<file path="config.mk">
export PLATFORM = sky130hd
export DESIGN_NAME = cordic_vectoring_iter_flat
export DESIGN_NICKNAME = d
export VERILOG_FILES = /design/src/rtl/cordic_vectoring_iter_pkg.sv /design/src/rtl/cordic_vectoring_iter_if.sv /design/src/rtl/cordic_vec_stage.sv /design/src/rtl/cordic_vectoring_iter.sv /design/src/flat_wrapper.sv
export SDC_FILE = /design/constraint.sdc
export NUM_CORES = 2
export LEC_CHECK = 0
export ABC_CLOCK_PERIOD_IN_PS = 8320
export CORE_MARGIN = 1
export CORE_UTILIZATION = 60
export CTS_CLUSTER_SIZE = 25
export DETAILED_ROUTE_END_ITERATION = 6
export DONT_BUFFER_PORTS = 1
export PLACE_DENSITY = 0.76
export SETUP_SLACK_MARGIN = 0.1
export SLEW_MARGIN = 5
export SYNTH_ARGS = -nofsm -noshare
export SYNTH_HDL_FRONTEND = slang
export SYNTH_SLANG_ARGS = --single-unit
</file>
<file path="constraint.sdc">
create_clock -name clk -period 8.32 [get_ports clk]
set_clock_uncertainty 0.2 [all_clocks]
set_input_delay 1.664 -clock clk [delete_from_list [all_inputs] [get_ports clk]]
set_output_delay 1.664 -clock clk [all_outputs]
set_load 0.005 [all_outputs]
</file>
<file path="src/rtl/cordic_vectoring_iter_pkg.sv">
// Shared CORDIC constants: atan table, gain compensation, state encoding.
// Latency: n/a (constants and a pure lookup function only).
// Backpressure: n/a.
package cordic_pkg;

  // 1/K for an infinite number of micro-rotations, Q16.16 (0.607253).
  localparam logic [31:0] KINV   = 32'h00009B75;
  // 180.0 degrees, Q16.16.
  localparam logic [31:0] DEG180 = 32'h00B40000;

  // Controller states, kept as plain 2-bit constants so older tools and
  // hand-written decoders can use the same encoding.
  typedef logic [1:0] state_t;
  localparam state_t S_IDLE = 2'd0;
  localparam state_t S_ITER = 2'd1;
  localparam state_t S_COMP = 2'd2;
  localparam state_t S_DONE = 2'd3;

  // round(atan(2^-i) * 180/pi * 65536): micro-rotation angle for step i.
  function automatic logic [31:0] atan_lut(input logic [3:0] i);
    logic [31:0] v;
    case (i)
      4'd0:    v = 32'h002D0000;
      4'd1:    v = 32'h001A90A7;
      4'd2:    v = 32'h000E0947;
      4'd3:    v = 32'h00072001;
      4'd4:    v = 32'h0003938B;
      4'd5:    v = 32'h0001CA38;
      4'd6:    v = 32'h0000E52A;
      4'd7:    v = 32'h00007297;
      4'd8:    v = 32'h0000394C;
      4'd9:    v = 32'h00001CA6;
      4'd10:   v = 32'h00000E53;
      4'd11:   v = 32'h00000729;
      4'd12:   v = 32'h00000395;
      4'd13:   v = 32'h000001CA;
      4'd14:   v = 32'h000000E5;
      default: v = 32'h00000073;
    endcase
    return v;
  endfunction

endpackage

</file>
<file path="src/rtl/cordic_vectoring_iter_if.sv">
// Request/response bundle for the vectoring CORDIC: (x0, y0) in, polar out.
// Latency: n/a (wiring only).
// Backpressure: valid/ready on both the input and the output side.
interface cordic_vectoring_iter_if #(
  parameter int DATAWIDTH = 32
);
  logic                        in_valid;
  logic                        in_ready;
  logic signed [DATAWIDTH-1:0] x0;
  logic signed [DATAWIDTH-1:0] y0;
  logic                        out_valid;
  logic                        out_ready;
  logic signed [DATAWIDTH-1:0] mag;
  logic signed [DATAWIDTH-1:0] angle;
  logic signed [DATAWIDTH-1:0] y_res;

  modport master (
    output in_valid, x0, y0, out_ready,
    input  in_ready, out_valid, mag, angle, y_res
  );

  modport slave (
    input  in_valid, x0, y0, out_ready,
    output in_ready, out_valid, mag, angle, y_res
  );
endinterface

</file>
<file path="src/rtl/cordic_vec_stage.sv">
// One vectoring micro-rotation: drives y toward zero, accumulating angle in z.
// Latency: combinational.
// Backpressure: none; the caller decides when to register the result.
module cordic_vec_stage
  import cordic_pkg::*;
#(
  parameter int W = 34
) (
  input  logic signed [W-1:0] x_in,
  input  logic signed [W-1:0] y_in,
  input  logic signed [W-1:0] z_in,
  input  logic        [3:0]   i,
  output logic signed [W-1:0] x_out,
  output logic signed [W-1:0] y_out,
  output logic signed [W-1:0] z_out
);

  logic signed [W-1:0] x_sh;
  logic signed [W-1:0] y_sh;
  logic signed [W-1:0] at;

  // Rotate against the sign of y; both updates use the pre-rotation x and y.
  always_comb begin
    x_sh = x_in >>> i;
    y_sh = y_in >>> i;
    at   = W'(atan_lut(i));
    if (!y_in[W-1]) begin
      x_out = x_in + y_sh;
      y_out = y_in - x_sh;
      z_out = z_in + at;
    end else begin
      x_out = x_in - y_sh;
      y_out = y_in + x_sh;
      z_out = z_in - at;
    end
  end

endmodule

</file>
<file path="src/rtl/cordic_vectoring_iter.sv">
// Iterative vectoring CORDIC: Q16.16 (x0, y0) -> magnitude, angle in degrees.
// Latency: N+1 clocks from accept to out_valid; one micro-rotation per clock.
// Backpressure: in_ready only in IDLE; results held in DONE until out_ready.
module cordic_vectoring_iter
  import cordic_pkg::*;
#(
  parameter int DATAWIDTH = 32,
  parameter int N         = 10
) (
  input logic                  clk,
  input logic                  rst_n,
  cordic_vectoring_iter_if.slave bus
);

  // Two guard bits absorb the CORDIC gain (~1.65) times sqrt(2).
  localparam int                W        = DATAWIDTH + 2;
  localparam logic [3:0]        I_LAST   = 4'(N - 1);
  localparam logic signed [W-1:0] KINV_W   = W'(KINV);
  localparam logic signed [W-1:0] DEG180_W = W'(DEG180);

  state_t                      state;
  logic signed [W-1:0]         x_q;
  logic signed [W-1:0]         y_q;
  logic signed [W-1:0]         z_q;
  logic        [3:0]           i_q;
  logic                        zero_q;
  logic signed [DATAWIDTH-1:0] mag_q;
  logic signed [DATAWIDTH-1:0] angle_q;
  logic signed [DATAWIDTH-1:0] yres_q;

  logic signed [W-1:0]         x_nx;
  logic signed [W-1:0]         y_nx;
  logic signed [W-1:0]         z_nx;
  logic signed [W-1:0]         x0_w;
  logic signed [W-1:0]         y0_w;
  logic signed [W-1:0]         x_ld;
  logic signed [W-1:0]         y_ld;
  logic signed [W-1:0]         z_ld;
  logic signed [2*W-1:0]       prod;
  logic signed [DATAWIDTH-1:0] mag_d;
  logic signed [DATAWIDTH-1:0] angle_d;
  logic signed [DATAWIDTH-1:0] yres_d;
  logic                        is_zero;

  cordic_vec_stage #(
    .W (W)
  ) u_stage (
    .x_in  (x_q),
    .y_in  (y_q),
    .z_in  (z_q),
    .i     (i_q),
    .x_out (x_nx),
    .y_out (y_nx),
    .z_out (z_nx)
  );

  // Fold the left half-plane onto the right so the micro-rotations converge;
  // the 180 degree offset keeps the final angle in (-180, +180].
  always_comb begin
    x0_w    = W'(bus.x0);
    y0_w    = W'(bus.y0);
    x_ld    = x0_w;
    y_ld    = y0_w;
    z_ld    = '0;
    is_zero = (bus.x0 == '0) && (bus.y0 == '0);
    if (bus.x0[DATAWIDTH-1]) begin
      x_ld = -x0_w;
      y_ld = -y0_w;
      z_ld = bus.y0[DATAWIDTH-1] ? -DEG180_W : DEG180_W;
    end
  end

  // Gain compensation, truncated toward -inf; a zero vector has no angle.
  always_comb begin
    prod    = (2*W)'(x_q) * (2*W)'(KINV_W);
    mag_d   = DATAWIDTH'(prod >>> 16);
    angle_d = DATAWIDTH'(z_q);
    yres_d  = DATAWIDTH'(y_q);
    if (zero_q) begin
      mag_d   = '0;
      angle_d = '0;
      yres_d  = '0;
    end
  end

  // Control FSM and datapath registers: accept, iterate N times, compensate, hold.
  always_ff @(posedge clk or negedge rst_n) begin
    if (!rst_n) begin
      state   <= S_IDLE;
      x_q     <= '0;
      y_q     <= '0;
      z_q     <= '0;
      i_q     <= '0;
      zero_q  <= 1'b0;
      mag_q   <= '0;
      angle_q <= '0;
      yres_q  <= '0;
    end else begin
      case (state)
        S_IDLE: begin
          if (bus.in_valid) begin
            x_q    <= x_ld;
            y_q    <= y_ld;
            z_q    <= z_ld;
            i_q    <= '0;
            zero_q <= is_zero;
            state  <= S_ITER;
          end
        end
        S_ITER: begin
          x_q <= x_nx;
          y_q <= y_nx;
          z_q <= z_nx;
          i_q <= i_q + 4'd1;
          if (i_q == I_LAST) begin
            state <= S_COMP;
          end
        end
        S_COMP: begin
          mag_q   <= mag_d;
          angle_q <= angle_d;
          yres_q  <= yres_d;
          state   <= S_DONE;
        end
        default: begin
          if (bus.out_ready) begin
            state <= S_IDLE;
          end
        end
      endcase
    end
  end

  assign bus.in_ready  = (state == S_IDLE);
  assign bus.out_valid = (state == S_DONE);
  assign bus.mag       = mag_q;
  assign bus.angle     = angle_q;
  assign bus.y_res     = yres_q;

endmodule

</file>
<file path="src/flat_wrapper.sv">
// flat-port wrapper written by rule: the top's interface ports become plain ports
module cordic_vectoring_iter_flat import cordic_pkg::*;
#(
  parameter int DATAWIDTH = 32,
  parameter int N         = 10
)
  (clk, rst_n, bus_in_valid, bus_x0, bus_y0, bus_out_ready, bus_in_ready, bus_out_valid, bus_mag, bus_angle, bus_y_res);
  cordic_vectoring_iter_if #(.DATAWIDTH(DATAWIDTH)) bus_i ();
  input logic clk;
  input logic rst_n;
  input wire logic [$bits(bus_i.in_valid)-1:0] bus_in_valid;
  input wire logic [$bits(bus_i.x0)-1:0] bus_x0;
  input wire logic [$bits(bus_i.y0)-1:0] bus_y0;
  input wire logic [$bits(bus_i.out_ready)-1:0] bus_out_ready;
  output wire logic [$bits(bus_i.in_ready)-1:0] bus_in_ready;
  output wire logic [$bits(bus_i.out_valid)-1:0] bus_out_valid;
  output wire logic [$bits(bus_i.mag)-1:0] bus_mag;
  output wire logic [$bits(bus_i.angle)-1:0] bus_angle;
  output wire logic [$bits(bus_i.y_res)-1:0] bus_y_res;
  assign bus_i.in_valid = bus_in_valid;
  assign bus_i.x0 = bus_x0;
  assign bus_i.y0 = bus_y0;
  assign bus_i.out_ready = bus_out_ready;
  assign bus_in_ready = bus_i.in_ready;
  assign bus_out_valid = bus_i.out_valid;
  assign bus_mag = bus_i.mag;
  assign bus_angle = bus_i.angle;
  assign bus_y_res = bus_i.y_res;
  cordic_vectoring_iter #(.DATAWIDTH(DATAWIDTH), .N(N)) u_core (.clk(clk), .rst_n(rst_n), .bus(bus_i));
endmodule
</file>
==> results_dict.tcl <==
set metrics [dict create \
    cts-root-buf "clkbuf_16" \
    netlist_area_um2 31200 \
    routed_wl_um 84000 \
    post_synth.cell_area_avg_um2 8.86 \
    slew_violations 0 \
    ant_nets 0 \
    max_freq_ghz 0.135 \
    rsz0062_at_grt "no" \
    via_per_inst 6.30 \
    worstReg2RegStart "u_core.x_q[6]" \
    die_area_um2 52900 \
    outcome "completed" \
    slowest_stage "a211oi_1" \
    regArea_um2 5090 \
    numClockSinks 203 \
    portBuffers 0 \
    synthMostInstantiatedCell "inv_1" \
    netlist_top_cells_count "412 x inv_1, 366 x ha_1, 271 x nand2_1" \
    ioPinCount 166 \
    crit_chain "ha_1, xor2_1, ha_1, inv_1, fa_1, inv_1, ha_1, fa_1, inv_1, fa_1, inv_1, ha_1, nand4_1, a221oi_1, o21ai_0, a211oi_1, o31ai_1, o211a_1, o21bai_1, a31oi_1, xor2_1, o31ai_1" \
    yosysUniqueCellTypes 86 \
    dp_hpwl_um 64300 \
    seq_area_frac_synth_pct 16.3 \
    ctsResizeCount 0 \
    yosysTopAreaCellShare_pct 16.3 \
    drc 0 \
    async_reset_ff_share_pct 100 \
    worstMarginPinSlew_ns 1.05 \
    globalplace.congestion 0.973 \
    synth_edf_count 0 \
    cp-start-kind "flop" \
    startpoint "u_core.x_q[6]" \
    max_stage_delay_ns 0.72 \
    overflow 0 \
    yosys_warnings 0 \
    fin_tns_setup_ns 0 \
    worstPathRequired_ns 8.56 \
    ys_ff_latch 203 \
    fillers 4271 \
    worstSetupPathDepth 22 \
    fp.coreArea_um2 51300 \
    area_growth_pct 4.36 \
    dpl_cell_area_um2 31700 \
    drt_iter0_drc 2040 \
    grt_pass1_wl_um 136000 \
    htree_levels 1 \
    slew_headroom_pct 30.1 \
    critPathTopFamily "adder cells" \
    maxCapViolations 0 \
    num_rows 83 \
    setup_viol 0 \
    post-cts-setup-buffers 0 \
    initial_core_util_pct 60.8 \
    clk_latency_ns 0.59 \
    finalCriticalPeriod_ns 7.38 \
    end_kind "flop" \
    clk_transition_reported_paths_ns 0.06 \
    grtUsageTotal_pct 31.8 \
    die_width_um 230 \
    grt_max_degree 204 \
    r2r_end "u_core.bus.mag[29]" \
    drive_gt1_share_pct 8.20 \
    grt_pass1_vias 25688 \
    drtPass1Iterations 5 \
    antenna_found_initial 1 \
    min_path_type "reg2reg" \
    synth_ff_type "dfrtp_1" \
    via_count 25955 \
    multi_input_area_um2 23900 \
    worstSetupEndpoint "u_core.bus.mag[29]" \
    worstPathArrival_ns 7.62 \
    die_height_um 230 \
    rr_worst_depth 22 \
    finalCritPeriodShare_pct 88.7 \
    cts_tree "done" \
    synth_top_area_cell "dfrtp_1" \
    reg2reg_slack_ns 0.94 \
    synth_cells 3520 \
    syn_nets 4183 \
    cts_buffer_depth 3 \
    yosys-top-cells-area "dfrtp_1 16%, fa_1 15%, ha_1 15%" \
    cts-buffers-inserted 26 \
    cp_max_fo 14 \
    final_cell_area_um2 32600 \
    wire_per_inst_um 20.4 \
    hold_viol_final 0 \
    cp_num_buf_inv 4 \
    ctsHoldBuffers 0 \
    crit_type "reg2reg" \
    finalNetCount 4084 \
]
[final cells by class]
cell class	count	area share [%]
Multi-Input combinational cell	2742	73.5
Tap cell	680	2.61
Clock buffer	32	2.19
Antenna cell	1	0.00769
Sequential cell	203	15.6
Inverter	417	4.81
Clock inverter	16	0.557
Timing Repair Buffer	31	0.715
[routing by layer]
metal  vias to the layer above  global-route usage, %  wire length, um
met5                         -                      0               13
li1                      12076                      -                -
met1                     12867                   42.9            35400
met3                       141                   3.81             5260
met4                         2                   9.66             2530
met2                       869                   53.6            40800
[through the flow]
step | utilization, % | hold WS [ns] | setup WS (ns) | std cells
after floorplan | - | 0.275 | 1.73 | 3520
after global placement | 61.7 | 0.302 | 1.23 | 4073
after detailed placement | 61.7 | 0.303 | 1.02 | 4073
after CTS | 63.5 | 0.321 | 0.975 | 4121
after global routing | 63.5 | 0.330 | 0.486 | 4121
final | 63.5 | 0.314 | 0.937 | 4122
[registers in the layout, indices dropped and copies added, names as in the netlist]
signal / flops
u_core.bus.angle: 32
u_core.bus.mag: 32
u_core.bus.y_res: 32
u_core.i_q: 4
u_core.state: 2
u_core.x_q: 34
u_core.y_q: 34
u_core.z_q: 32
u_core.zero_q: 1
[cell families after synthesis]
family / after synthesis / synth area share, %
buffers and inverters: 575 / 7.19
adders and majority gates: 595 / 29.4
muxes: 144 / 7.87
and+or+nand+nor: 849 / 13.3
DFF: 203 / 16.3
AOI/OAI and AO/OA: 858 / 17.6
xor gates and xnor gates: 296 / 8.35
[cell usage in the layout (no fill, tap or decap), types with 38 or more instances in the layout]
cell	n
inv_1	410
ha_1	364
nand2_1	271
a21oi_1	255
fa_1	229
nor2_1	210
dfrtp_1	198
o21ai_0	197
xnor2_1	161
xor2_1	134
nor2b_1	106
mux4_2	79
a31o_2	67
mux2i_1	44
nor3_1	43
a21o_1	42
and3_1	38
a31oi_1	38
[how the worst min path moves through the flow]
| stage | startpoint | endpoint | depth (start not counted) |
|---|---|---|---|
| floorplan | u_core.bus.angle[0] | u_core.bus.angle[0] | 2 |
| global placement | u_core.bus.mag[14] | u_core.bus.mag[14] | 2 |
| detailed placement | u_core.bus.mag[10] | u_core.bus.mag[10] | 1 |
| CTS | u_core.bus.mag[21] | u_core.bus.mag[21] | 1 |
| global route | u_core.bus.mag[21] | u_core.bus.mag[21] | 1 |
| finish | u_core.bus.mag[10] | u_core.bus.mag[10] | 1 |
Power is left out: the tool's default activity adds up to more than one toggle a clock period on the data nets, which glitch-free logic cannot reach.
